===== config.mk =====
export PLATFORM = sky130hd
export DESIGN_NAME = alu_seq
export DESIGN_NICKNAME = d
export VERILOG_FILES = /design/src/rtl/alu_seq_pkg.sv /design/src/rtl/alu_mul_seq.sv /design/src/rtl/alu_seq.sv
export SDC_FILE = /design/constraint.sdc
export NUM_CORES = 1
export LEC_CHECK = 0
export CAP_MARGIN = 20
export CORE_ASPECT_RATIO = 1.5
export CORE_MARGIN = 1.5
export CORE_UTILIZATION = 45
export CTS_BUF_LIST = sky130_fd_sc_hd__clkbuf_8
export CTS_CLUSTER_SIZE = 16
export DETAILED_ROUTE_END_ITERATION = 10
export PLACE_DENSITY = 0.67
export SYNTH_ARGS = -nofsm -noshare
export SYNTH_HDL_FRONTEND = slang
export SYNTH_SLANG_ARGS = --single-unit

===== constraint.sdc =====
create_clock -name clk -period 4.2 [get_ports clk]
set_clock_uncertainty 0.15 [all_clocks]
set_input_delay 0.84 -clock clk [delete_from_list [all_inputs] [get_ports clk]]
set_output_delay 0.84 -clock clk [all_outputs]
set_load 0.005 [all_outputs]

===== src/rtl/alu_seq_pkg.sv =====
// Shared definitions for the multi-cycle ALU: opcodes, flag bit positions
// and the sequencer state encoding.
package alu_seq_pkg;

  localparam logic [3:0] ALU_OP_ADD  = 4'd0;
  localparam logic [3:0] ALU_OP_ADDC = 4'd1;
  localparam logic [3:0] ALU_OP_SUB  = 4'd2;
  localparam logic [3:0] ALU_OP_SUBC = 4'd3;
  localparam logic [3:0] ALU_OP_NOR  = 4'd4;
  localparam logic [3:0] ALU_OP_NAND = 4'd5;
  localparam logic [3:0] ALU_OP_XOR  = 4'd6;
  localparam logic [3:0] ALU_OP_XNOR = 4'd7;
  localparam logic [3:0] ALU_OP_LOAD = 4'd8;
  localparam logic [3:0] ALU_OP_SHL  = 4'd9;
  localparam logic [3:0] ALU_OP_SHR  = 4'd10;
  localparam logic [3:0] ALU_OP_ASR  = 4'd11;
  localparam logic [3:0] ALU_OP_ROL  = 4'd12;
  localparam logic [3:0] ALU_OP_ROR  = 4'd13;
  localparam logic [3:0] ALU_OP_MUL  = 4'd14;
  localparam logic [3:0] ALU_OP_NOP  = 4'd15;

  // Flags = {NEG, ZERO, OV, CARRY}
  localparam int FL_CARRY = 0;
  localparam int FL_OV    = 1;
  localparam int FL_ZERO  = 2;
  localparam int FL_NEG   = 3;

  typedef enum logic [1:0] {
    ST_IDLE  = 2'd0,
    ST_SHIFT = 2'd1,
    ST_MUL   = 2'd2
  } state_t;

  // Shift/rotate opcodes occupy one contiguous range.
  function automatic logic is_shift(input logic [3:0] op);
    return (op >= ALU_OP_SHL) && (op <= ALU_OP_ROR);
  endfunction

endpackage


===== src/rtl/alu_mul_seq.sv =====
// Unsigned shift-add multiplier, one partial product per step.
// 'product' is the value the product register takes after the pending step,
// so the owner can capture the final result on the same edge as the last step.
module alu_mul_seq #(
  parameter int WIDTH = 8
) (
  input  logic                 clk,
  input  logic                 rst,
  input  logic                 load,
  input  logic                 step,
  input  logic [WIDTH-1:0]     multiplicand,
  input  logic [WIDTH-1:0]     multiplier,
  output logic [2*WIDTH-1:0]   product,
  output logic                 last
);

  localparam int CW = $clog2(WIDTH);

  logic [CW-1:0]      cnt;
  logic [WIDTH-1:0]   mcand;
  logic [2*WIDTH-1:0] p;
  logic [WIDTH:0]     psum;

  // Add multiplicand into the upper half when the current multiplier lsb is set,
  // then shift the whole register right one place.
  always_comb begin
    psum    = {1'b0, p[2*WIDTH-1:WIDTH]} + {1'b0, mcand & {WIDTH{p[0]}}};
    product = {psum, p[WIDTH-1:1]};
  end

  assign last = (cnt == CW'(WIDTH - 1));

  // Product register and iteration counter.
  always_ff @(posedge clk) begin
    if (rst) begin
      cnt   <= '0;
      mcand <= '0;
      p     <= '0;
    end else if (load) begin
      cnt   <= '0;
      mcand <= multiplicand;
      p     <= {{WIDTH{1'b0}}, multiplier};
    end else if (step) begin
      cnt   <= cnt + 1'b1;
      p     <= product;
    end
  end

endmodule


===== src/rtl/alu_seq.sv =====
// Multi-cycle ALU with start/busy/done handshake. Single-cycle ops complete
// on the accept edge; shifts take n edges; MUL takes WIDTH edges. AR/HR/Flags
// are only written on the completing edge.
module alu_seq
  import alu_seq_pkg::*;
#(
  parameter int WIDTH = 8,
  parameter int SHW   = $clog2(WIDTH)  // derived, not meant to be overridden
) (
  input  logic             clk,
  input  logic             arst,
  input  logic             start,
  input  logic [3:0]       op,
  input  logic             oper2_sel,
  input  logic [WIDTH-1:0] IBR,
  input  logic [WIDTH-1:0] MBR,
  output logic             busy,
  output logic             done,
  output logic [WIDTH-1:0] AR,
  output logic [WIDTH-1:0] HR,
  output logic [3:0]       Flags
);

  localparam int MSB = WIDTH - 1;

  state_t             state, state_n;
  logic [WIDTH-1:0]   oper2;
  logic [WIDTH-1:0]   ar_n, hr_n;
  logic [3:0]         fl_n;
  logic               done_n;
  logic [WIDTH-1:0]   work, work_n;
  logic [SHW-1:0]     cnt, cnt_n;
  logic [3:0]         sop, sop_n;
  logic [WIDTH:0]     sum;
  logic [WIDTH:0]     sh;
  logic               mul_load, mul_step, mul_last;
  logic [2*WIDTH-1:0] product;

  assign oper2 = oper2_sel ? MBR : IBR;
  assign busy  = (state != ST_IDLE);

  // One-bit shift/rotate; returns {bit shifted out, new value}.
  function automatic logic [WIDTH:0] shift1(input logic [3:0] o, input logic [WIDTH-1:0] v);
    logic [WIDTH:0] r;
    r = {v[0], 1'b0, v[WIDTH-1:1]};
    case (o)
      ALU_OP_SHL: r = {v[WIDTH-1], v[WIDTH-2:0], 1'b0};
      ALU_OP_ASR: r = {v[0], v[WIDTH-1], v[WIDTH-1:1]};
      ALU_OP_ROL: r = {v[WIDTH-1], v[WIDTH-2:0], v[WIDTH-1]};
      ALU_OP_ROR: r = {v[0], v[0], v[WIDTH-1:1]};
      default: ;
    endcase
    return r;
  endfunction

  alu_mul_seq #(.WIDTH(WIDTH)) u_mul (
    .clk          (clk),
    .rst          (arst),
    .load         (mul_load),
    .step         (mul_step),
    .multiplicand (AR),
    .multiplier   (oper2),
    .product      (product),
    .last         (mul_last)
  );

  // State register.
  always_ff @(posedge clk) begin
    if (arst) state <= ST_IDLE;
    else      state <= state_n;
  end

  // Next state, next architectural values and sub-unit controls.
  always_comb begin
    state_n  = state;
    ar_n     = AR;
    hr_n     = HR;
    fl_n     = Flags;
    done_n   = 1'b0;
    work_n   = work;
    cnt_n    = cnt;
    sop_n    = sop;
    mul_load = 1'b0;
    mul_step = 1'b0;
    sum      = '0;
    sh       = '0;
    case (state)
      ST_IDLE: begin
        if (start) begin
          done_n = 1'b1;
          case (op)
            ALU_OP_ADD, ALU_OP_ADDC: begin
              sum = {1'b0, AR} + {1'b0, oper2}
                  + {{WIDTH{1'b0}}, (op == ALU_OP_ADDC) & Flags[FL_CARRY]};
              ar_n           = sum[WIDTH-1:0];
              fl_n[FL_CARRY] = sum[WIDTH];
              fl_n[FL_OV]    = (AR[MSB] == oper2[MSB]) & (sum[MSB] != AR[MSB]);
            end
            ALU_OP_SUB, ALU_OP_SUBC: begin
              // bit WIDTH of the difference is the borrow
              sum = {1'b0, AR} - {1'b0, oper2}
                  - {{WIDTH{1'b0}}, (op == ALU_OP_SUBC) & Flags[FL_CARRY]};
              ar_n           = sum[WIDTH-1:0];
              fl_n[FL_CARRY] = sum[WIDTH];
              fl_n[FL_OV]    = (AR[MSB] != oper2[MSB]) & (sum[MSB] != AR[MSB]);
            end
            ALU_OP_NOR:  ar_n = ~(AR | oper2);
            ALU_OP_NAND: ar_n = ~(AR & oper2);
            ALU_OP_XOR:  ar_n = AR ^ oper2;
            ALU_OP_XNOR: ar_n = ~(AR ^ oper2);
            ALU_OP_LOAD: ar_n = oper2;
            ALU_OP_MUL: begin
              done_n   = 1'b0;
              state_n  = ST_MUL;
              mul_load = 1'b1;
            end
            default: begin
              // zero shift amount degenerates into a single-cycle op
              if (is_shift(op) && (oper2[SHW-1:0] != '0)) begin
                done_n  = 1'b0;
                state_n = ST_SHIFT;
                work_n  = AR;
                cnt_n   = oper2[SHW-1:0];
                sop_n   = op;
              end
            end
          endcase
          // Z/N track AR for every completed op except NOP
          if (done_n && (op != ALU_OP_NOP)) begin
            fl_n[FL_ZERO] = (ar_n == '0);
            fl_n[FL_NEG]  = ar_n[MSB];
          end
        end
      end
      ST_SHIFT: begin
        sh     = shift1(sop, work);
        work_n = sh[WIDTH-1:0];
        cnt_n  = cnt - 1'b1;
        if (cnt == SHW'(1)) begin
          ar_n           = sh[WIDTH-1:0];
          fl_n[FL_CARRY] = sh[WIDTH];
          fl_n[FL_ZERO]  = (sh[WIDTH-1:0] == '0);
          fl_n[FL_NEG]   = sh[MSB];
          done_n         = 1'b1;
          state_n        = ST_IDLE;
        end
      end
      ST_MUL: begin
        mul_step = 1'b1;
        if (mul_last) begin
          {hr_n, ar_n}   = product;
          fl_n[FL_CARRY] = |product[2*WIDTH-1:WIDTH];
          fl_n[FL_OV]    = 1'b0;
          fl_n[FL_ZERO]  = (product == '0);
          fl_n[FL_NEG]   = product[2*WIDTH-1];
          done_n         = 1'b1;
          state_n        = ST_IDLE;
        end
      end
      default: state_n = ST_IDLE;
    endcase
  end

  // Architectural and work registers.
  always_ff @(posedge clk) begin
    if (arst) begin
      AR    <= '0;
      HR    <= '0;
      Flags <= '0;
      done  <= 1'b0;
      work  <= '0;
      cnt   <= '0;
      sop   <= ALU_OP_NOP;
    end else begin
      AR    <= ar_n;
      HR    <= hr_n;
      Flags <= fl_n;
      done  <= done_n;
      work  <= work_n;
      cnt   <= cnt_n;
      sop   <= sop_n;
    end
  end

endmodule


-- Word-level counts from Yosys, hierarchy flattened
Index checks and enable logic that the tools add are counted.
- add/subtract/negate cells: 7
- $mul: 0
- div/mod/pow operators: 0
- order comparisons: 2
- equal/unequal tests: 31
- shift-type cells: 0
- muxes and demuxes: 47
- bitwise operators: 12
- reductions and logical operators: 28
- operators by type and width (cell ; number):
    two-way mux 8 bit ; 11
    one-hot mux 8 bit (7 select lines) ; 1
    one-hot mux 9 bit (4 select lines) ; 1
    equality test 4 bit, second input constant ; 6
    NOT 8 bit ; 3
    one-hot mux 8 bit (3 select lines) ; 1
    adder 8 x 8 -> 9 bit ; 2
    bitwise AND 8 bit ; 2
    equality test 4 x 3 -> 1 bit, second input constant ; 4
    logical NOT 16 bit ; 1
    logical NOT 8 bit ; 2
    one-hot mux 8 bit (2 select lines) ; 1
    AND reduction 4 bit ; 4
    AND reduction 5 bit ; 3
    != test 2 bit, second input constant ; 7
    two-way mux 2 bit ; 6
    one-hot mux 2 bit (3 select lines) ; 2
    two-way mux 1 bit ; 11
    OR reduction 10 bit ; 1
    adder 9 x 1 -> 9 bit ; 1
    two-way mux 3 bit ; 3
    two-way mux 9 bit ; 1
    OR reduction 9 bit ; 1
    subtractor 8 x 8 -> 9 bit ; 1
    33 further kinds ; 51
- register bits: 65
- latch bits: 0
- memory bits (writable): 0
- ROM bits: 0
- input bits: 24
- output and inout port bits: 22
- logic and storage cells: 141
- memories kept: 0

-- Logic depth before layout (Yosys ltp)
- word-level depth: 11
- gate-level depth with buffers: 18
- mapped depth without buffers: 16

-- Cells and area by module
A second synthesis with hierarchy kept.
- cells, all modules: 689
- area total of the unflattened synthesis: 5515.3 µm²
- by module, submodules not included (module ; instances ; cells an instance ; area each (µm²) ; sequential area each (µm²)):
    alu_seq ; 1 ; 503 ; 3940.0 ; 760.7
    alu_mul_seq ; 1 ; 186 ; 1575.3 ; 540.5

-- Worst setup path before layout
OpenSTA, ideal clock, no wires.
- path kind: in2reg
- start: in op[1]
- end: reg Flags[2]
- setup time: 0.069 ns
- data arrival time: 4.336 ns
- data required time: 3.981 ns
- path slack: -0.355 ns
- cell stages on the path: 18
- buffers on the path: 3
- cells stage by stage: buf_2 -> buf_4 -> and2_1 -> clkbuf_1 -> nand3_1 -> fa_1 -> inv_1 -> ha_1 -> or2_2 -> fa_1 -> o21ai_1 -> nor2b_1 -> xnor2_1 -> a22oi_1 -> o211ai_1 -> nand4b_1 -> or4_1 -> o21ai_1
- cells in the longest elaborated chain, start to end: 10
- elaborated cells between the ends (all ways): 36
- classes of those cells: add/sub: 2; order compare: 2; eq/ne: 11; mux: 10; bitwise: 2; reduce/logical: 9
- ends and longest elaborated chain (element ; line ; source):
    from (decl) ; alu_seq.sv:13 ; input logic [3:0] op,
    equality test 4 x 2 -> 1 bit (tied with other cells) ; alu_seq.sv:91, alu_seq.sv:102 ;
    bitwise AND 1 bit (tied with other cells) ; alu_seq.sv:102 ; - {{WIDTH{1'b0}}, (op == ALU_OP_SUBC) & Flags[FL_CARRY]};
    subtractor 9 x 1 -> 9 bit (tied with other cells) ; alu_seq.sv:102 ;
    one-hot mux 8 bit (7 select lines) or two-way mux 1 bit (tied branches) ; alu_seq.sv:91, alu_seq.sv:119 ;
    two-way mux 8 bit or one-hot mux 1 bit (2 select lines) (tied branches) ; alu_seq.sv:89, alu_seq.sv:91 ;
    two-way mux 8 bit or two-way mux 1 bit (tied branches) ; alu_seq.sv:87, alu_seq.sv:89 ;
    logical NOT 8 bit or two-way mux 1 bit (tied branches) ; alu_seq.sv:130, alu_seq.sv:87 ;
    two-way mux 2 bit or logical AND 1 bit (tied branches) ; alu_seq.sv:129 ; if (done_n && (op != ALU_OP_NOP)) begin
    two-way mux 4 bit or != test 2 bit (tied branches) ; -- ;
    one-hot mux 2 bit (3 select lines) or AND reduction 5 bit (tied branches) ; -- ;
    to (signal assigned) ; alu_seq.sv:177 ; Flags <= fl_n;
    to (decl) ; alu_seq.sv:21 ; output logic [3:0] Flags
Several ways; a longest one is shown, not always the timed one. The select of a mux whose other input is x is not followed.
A chain may end at the register's enable or synchronous reset.

-- Worst setup path after layout
- start: in op[2]
- end: reg Flags[2]
The elaborated chain is that of the path after synthesis.

==> impl_results.md <==
* WL final at 16100 um
* Cell leakage power at 2.63 nW
* Cell chosen for the clock root: sky130_fd_sc_hd__clkbuf_8
* Cell Rows at 47
* Worst IR Drop VDD at 184 uV
* Number of violations of the max-capacitance limit at 0
* Post-route cell area at 6420 um2
* Core footprint at 11200 um2
* Top FF cell, synth: sky130_fd_sc_hd__dfxtp_1
* Antenna Diode Count at 0
* Vias per cell at 5.85
* Number of H-tree levels at 3
* RePlAce Congestion at 0.941
* Starting DRC count in detailed routing at 315
* Vias in the first global route at 5241
* Maximum clock insertion buffer count at 2
* WP data required at 4.34 ns
* PD cells at 316 nW/um2
* Count of synthesis-stage warnings from yosys at 0
* Proportion of synthesized flip-flops having asynchronous set or reset at 0%
* Cell area after synthesis at 5200 um2
* Hold bufs inserted after CTS at 0
* Maximum clock frequency at 243 MHz
* Critical Path Sink Type: flip-flop
* Final HPWL from detailed placement at 12300 um
* TritonCTS sink count at 65
* Final cell count without fillers at 905
* Post-synthesis instance total at 676
* Dominant cells by area after synthesis: sky130_fd_sc_hd__dfxtp_1 25%, sky130_fd_sc_hd__ha_1 11%, sky130_fd_sc_hd__a21oi_1 6.0%, sky130_fd_sc_hd__nor2_1 5.6%, sky130_fd_sc_hd__nand2_1 5.3%
* Top-Level Pins at 46
* Remaining routing DRC violations at 0
* Post-route core utilization at 57.4%
* Area enclosed by the die boundary at 12200 um2
* Unrepaired setup endpoints after global routing: yes
* Total count of max-transition violations in the final report at 0
* Via total after detailed routing at 5290
* First-pass GRT wire length at 26200 um
* Die span in y at 135 um
* Placed cells at 889
* Layout cell share with drive strength beyond 1 at 16.1%
* Worst slew pin tran at 0.756 ns
* Endpoints failing hold at 0
* Number of unique standard cell types used by synthesis at 67
* Remaining max-slew budget at the tightest pin at 49.6%
* Count of antenna-violating nets left after detailed routing at 0
* Outcome: complete, no violations
* Setup Slack @ Placement at -0.544 ns
* Type of the worst min-delay path: flip-flop to flip-flop
* Final Power at 2.03 mW
* Critical Path Source Type: input pin
* Number of nets in the finished design at 830
* Latest clock arrival within the worst-skew pair at 0.35 ns
* Final Worst Setup Slack at 0.0823 ns
* # port buffers at 45
* Largest net degree at the start of global routing at 33
* Gr ovfl total at 0
* Cell type with the largest total area after synthesis: sky130_fd_sc_hd__dfxtp_1
* Width of the chip at 90.8 um
* Largest fanout on the critical path at 2
* Shortest clock period the worst path allows after layout at 4.12 ns
* Final setup violation count at 0
* Share of Yosys cell area claimed by the top area cell type at 25.0%
* Number of nets in the synthesized netlist at 751
* Clock input transition at the sequential cells of the worst setup and hold paths at 0.07 ns
* Syn avg cell area at 7.70 um2
* Gr usage total at 27.1%
* Number of buffers created by CTS at 9
* Setup CP Type: input pin to flip-flop
* Signal arrival time at the worst endpoint at 4.26 ns
* Detail-routed net length per standard cell at 17.8 um
* Detailed-router iteration count before antenna repair at 5
* Share of the cycle needed by the critical path after routing at 98.0%
* Antenna violations before repair at 0
* Sequential element share of the synthesized area at 25.0%
* Placed Area at 6140 um2
* Initial core utilization at 46.6%
* Number of fill cells in the layout at 1095
* Number of enable flip-flop cells after synthesis at 0
* #FFs+latches synth at 65
* Layout area overhead at 23.3%
* TritonCTS clock tree: yes
[where the power goes]
| group | total (mW) | internal, mW | switching, mW |
|---|---|---|---|
| logic | 0.747 | 0.365 | 0.381 |
| registers | 0.679 | 0.639 | 0.0408 |
| clock network | 0.602 | 0.359 | 0.243 |
[through the flow]
stage          hold WS [ns]  TNS [ns]
2_1_floorplan         0.272   -0.0722
5_1_grt               0.323   -0.0392
3_5_place_dp          0.292     -3.04
4_1_cts               0.302         0
6_report              0.302         0
3_3_place_gp          0.288     -2.49
[worst max-delay path, cell delays in order]
cell	delay, ns
sky130_fd_sc_hd__buf_6	0.10
sky130_fd_sc_hd__nor2_4	0.10
sky130_fd_sc_hd__and2_4	0.16
sky130_fd_sc_hd__nand3_2	0.09
sky130_fd_sc_hd__fa_1	0.57
sky130_fd_sc_hd__inv_1	0.05
sky130_fd_sc_hd__ha_2	0.16
sky130_fd_sc_hd__or2_4	0.23
sky130_fd_sc_hd__fa_2	0.38
sky130_fd_sc_hd__o21ai_2	0.17
sky130_fd_sc_hd__nor2b_4	0.18
sky130_fd_sc_hd__xnor2_2	0.07
sky130_fd_sc_hd__a22oi_1	0.15
sky130_fd_sc_hd__o211ai_1	0.13
sky130_fd_sc_hd__nand4b_1	0.19
sky130_fd_sc_hd__or4_1	0.54
sky130_fd_sc_hd__o21ai_1	0.13
[cells in the final DEF, fill, tap and decap left out, types with 3 or more instances in the layout]
| cell | instances |
|---|---|
| sky130_fd_sc_hd__xor2_1 | 10 |
| sky130_fd_sc_hd__nor3_1 | 12 |
| sky130_fd_sc_hd__a21oi_1 | 62 |
| sky130_fd_sc_hd__a22oi_1 | 4 |
| sky130_fd_sc_hd__or4_1 | 3 |
| sky130_fd_sc_hd__mux2i_4 | 3 |
| sky130_fd_sc_hd__mux2i_1 | 15 |
| sky130_fd_sc_hd__a31oi_1 | 11 |
| sky130_fd_sc_hd__inv_1 | 38 |
| sky130_fd_sc_hd__clkbuf_8 | 11 |
| sky130_fd_sc_hd__a211oi_1 | 22 |
| sky130_fd_sc_hd__xnor2_1 | 9 |
| sky130_fd_sc_hd__or3_1 | 4 |
| sky130_fd_sc_hd__o211ai_1 | 5 |
| sky130_fd_sc_hd__and2_1 | 10 |
| sky130_fd_sc_hd__nand3b_1 | 4 |
| sky130_fd_sc_hd__mux2_2 | 10 |
| sky130_fd_sc_hd__or2_2 | 7 |
| sky130_fd_sc_hd__nand3_1 | 14 |
| sky130_fd_sc_hd__o22ai_1 | 4 |
| sky130_fd_sc_hd__nor2b_1 | 11 |
| sky130_fd_sc_hd__and3_1 | 7 |
| sky130_fd_sc_hd__nand4_1 | 3 |
| sky130_fd_sc_hd__nand2_1 | 74 |
| sky130_fd_sc_hd__clkdlybuf4s50_1 | 37 |
| sky130_fd_sc_hd__nand2b_1 | 10 |
| sky130_fd_sc_hd__dfxtp_1 | 65 |
| sky130_fd_sc_hd__a21o_1 | 4 |
| sky130_fd_sc_hd__a311oi_1 | 7 |
| sky130_fd_sc_hd__nor2_1 | 77 |
| sky130_fd_sc_hd__dlymetal6s2s_1 | 4 |
| sky130_fd_sc_hd__buf_4 | 63 |
| sky130_fd_sc_hd__a311o_1 | 3 |
| sky130_fd_sc_hd__nor4_1 | 4 |
| sky130_fd_sc_hd__o21ai_0 | 27 |
| sky130_fd_sc_hd__ha_1 | 45 |
| sky130_fd_sc_hd__a211o_1 | 3 |
| sky130_fd_sc_hd__fa_1 | 4 |
[layout make-up]
class	instances	area, um2	share of cell area (%)
clock inverter	3	65.1	1.01
inverter	38	143	2.22
clock buffer	11	151	2.36
sequential	65	1300	20.3
tap	147	184	2.87
multi-input combinational	533	3650	56.8
timing repair buffer	108	926	14.4
[worst paths after layout]
| check | start | endpoint | slack (ns) | cells after the start |
|---|---|---|---|---|
| worst min register to register | u_mul.mcand[7] | u_mul.mcand[7] | 0.30 | 2 |
| worst max-delay path | op[2] | Flags[2] | 0.08 | 17 |
| worst max register to register | Flags[0] | Flags[2] | 0.42 | 14 |
| worst min-delay path | u_mul.mcand[7] | u_mul.mcand[7] | 0.30 | 2 |
[Yosys cell counts (4+ instances only)]
| master | instances |
|---|---|
| sky130_fd_sc_hd__fa_1 | 5 |
| sky130_fd_sc_hd__mux2i_1 | 15 |
| sky130_fd_sc_hd__o21ai_0 | 27 |
| sky130_fd_sc_hd__and2_1 | 11 |
| sky130_fd_sc_hd__ha_1 | 46 |
| sky130_fd_sc_hd__nand2_1 | 74 |
| sky130_fd_sc_hd__nor3_1 | 13 |
| sky130_fd_sc_hd__mux2_2 | 10 |
| sky130_fd_sc_hd__xnor2_1 | 10 |
| sky130_fd_sc_hd__nand3b_1 | 4 |
| sky130_fd_sc_hd__a21oi_1 | 62 |
| sky130_fd_sc_hd__nor2_1 | 78 |
| sky130_fd_sc_hd__buf_2 | 10 |
| sky130_fd_sc_hd__or3_1 | 4 |
| sky130_fd_sc_hd__nand3_1 | 15 |
| sky130_fd_sc_hd__dfxtp_1 | 65 |
| sky130_fd_sc_hd__nor2b_1 | 12 |
| sky130_fd_sc_hd__inv_1 | 38 |
| sky130_fd_sc_hd__xor2_1 | 10 |
| sky130_fd_sc_hd__and3_1 | 7 |
| sky130_fd_sc_hd__a31oi_1 | 11 |
| sky130_fd_sc_hd__clkbuf_1 | 27 |
| sky130_fd_sc_hd__o22ai_1 | 5 |
| sky130_fd_sc_hd__nor4_1 | 4 |
| sky130_fd_sc_hd__a311oi_1 | 7 |
| sky130_fd_sc_hd__nand2b_1 | 10 |
| sky130_fd_sc_hd__a211oi_1 | 22 |
| sky130_fd_sc_hd__or2_2 | 8 |
| sky130_fd_sc_hd__a22oi_1 | 4 |
| sky130_fd_sc_hd__a21o_1 | 4 |
| sky130_fd_sc_hd__o211ai_1 | 5 |
[registers in the layout, indices dropped and copies added, names as in the netlist]
| register | cells |
|---|---|
| AR | 8 |
| Flags | 4 |
| sop | 4 |
| done | 1 |
| state | 2 |
| HR | 8 |
| u_mul.mcand | 8 |
| cnt | 3 |
| u_mul.p | 16 |
| u_mul.cnt | 3 |
| work | 8 |
[logic make-up after synthesis]
logic type | synth area share (%)
XOR/XNOR | 3.37
buffers and inverters | 6.08
multiplexers | 6.35
adder cells (fa/ha/maj) | 13.0
flip-flops | 25.0
AND/OR/NAND/NOR | 23.0
AO/OA/AOI/OAI | 23.3
[per-layer routing]
layer | vias up | GRT usage, % | wire length, um
met5 | - | 0 | 0
met4 | 0 | 16.8 | 965
met3 | 56 | 2.93 | 676
met2 | 164 | 49.5 | 8290
met1 | 2531 | 29.7 | 6210
li1 | 2539 | - | -
[what timing repair did]
item                       4_1_cts  5_1_grt
pin swaps                        2        9
setup endpoints to repair        3        4
gates resized for setup          5       21
buffers inserted                 0        2
No activity file was read; power rests on OpenSTA's default activity.
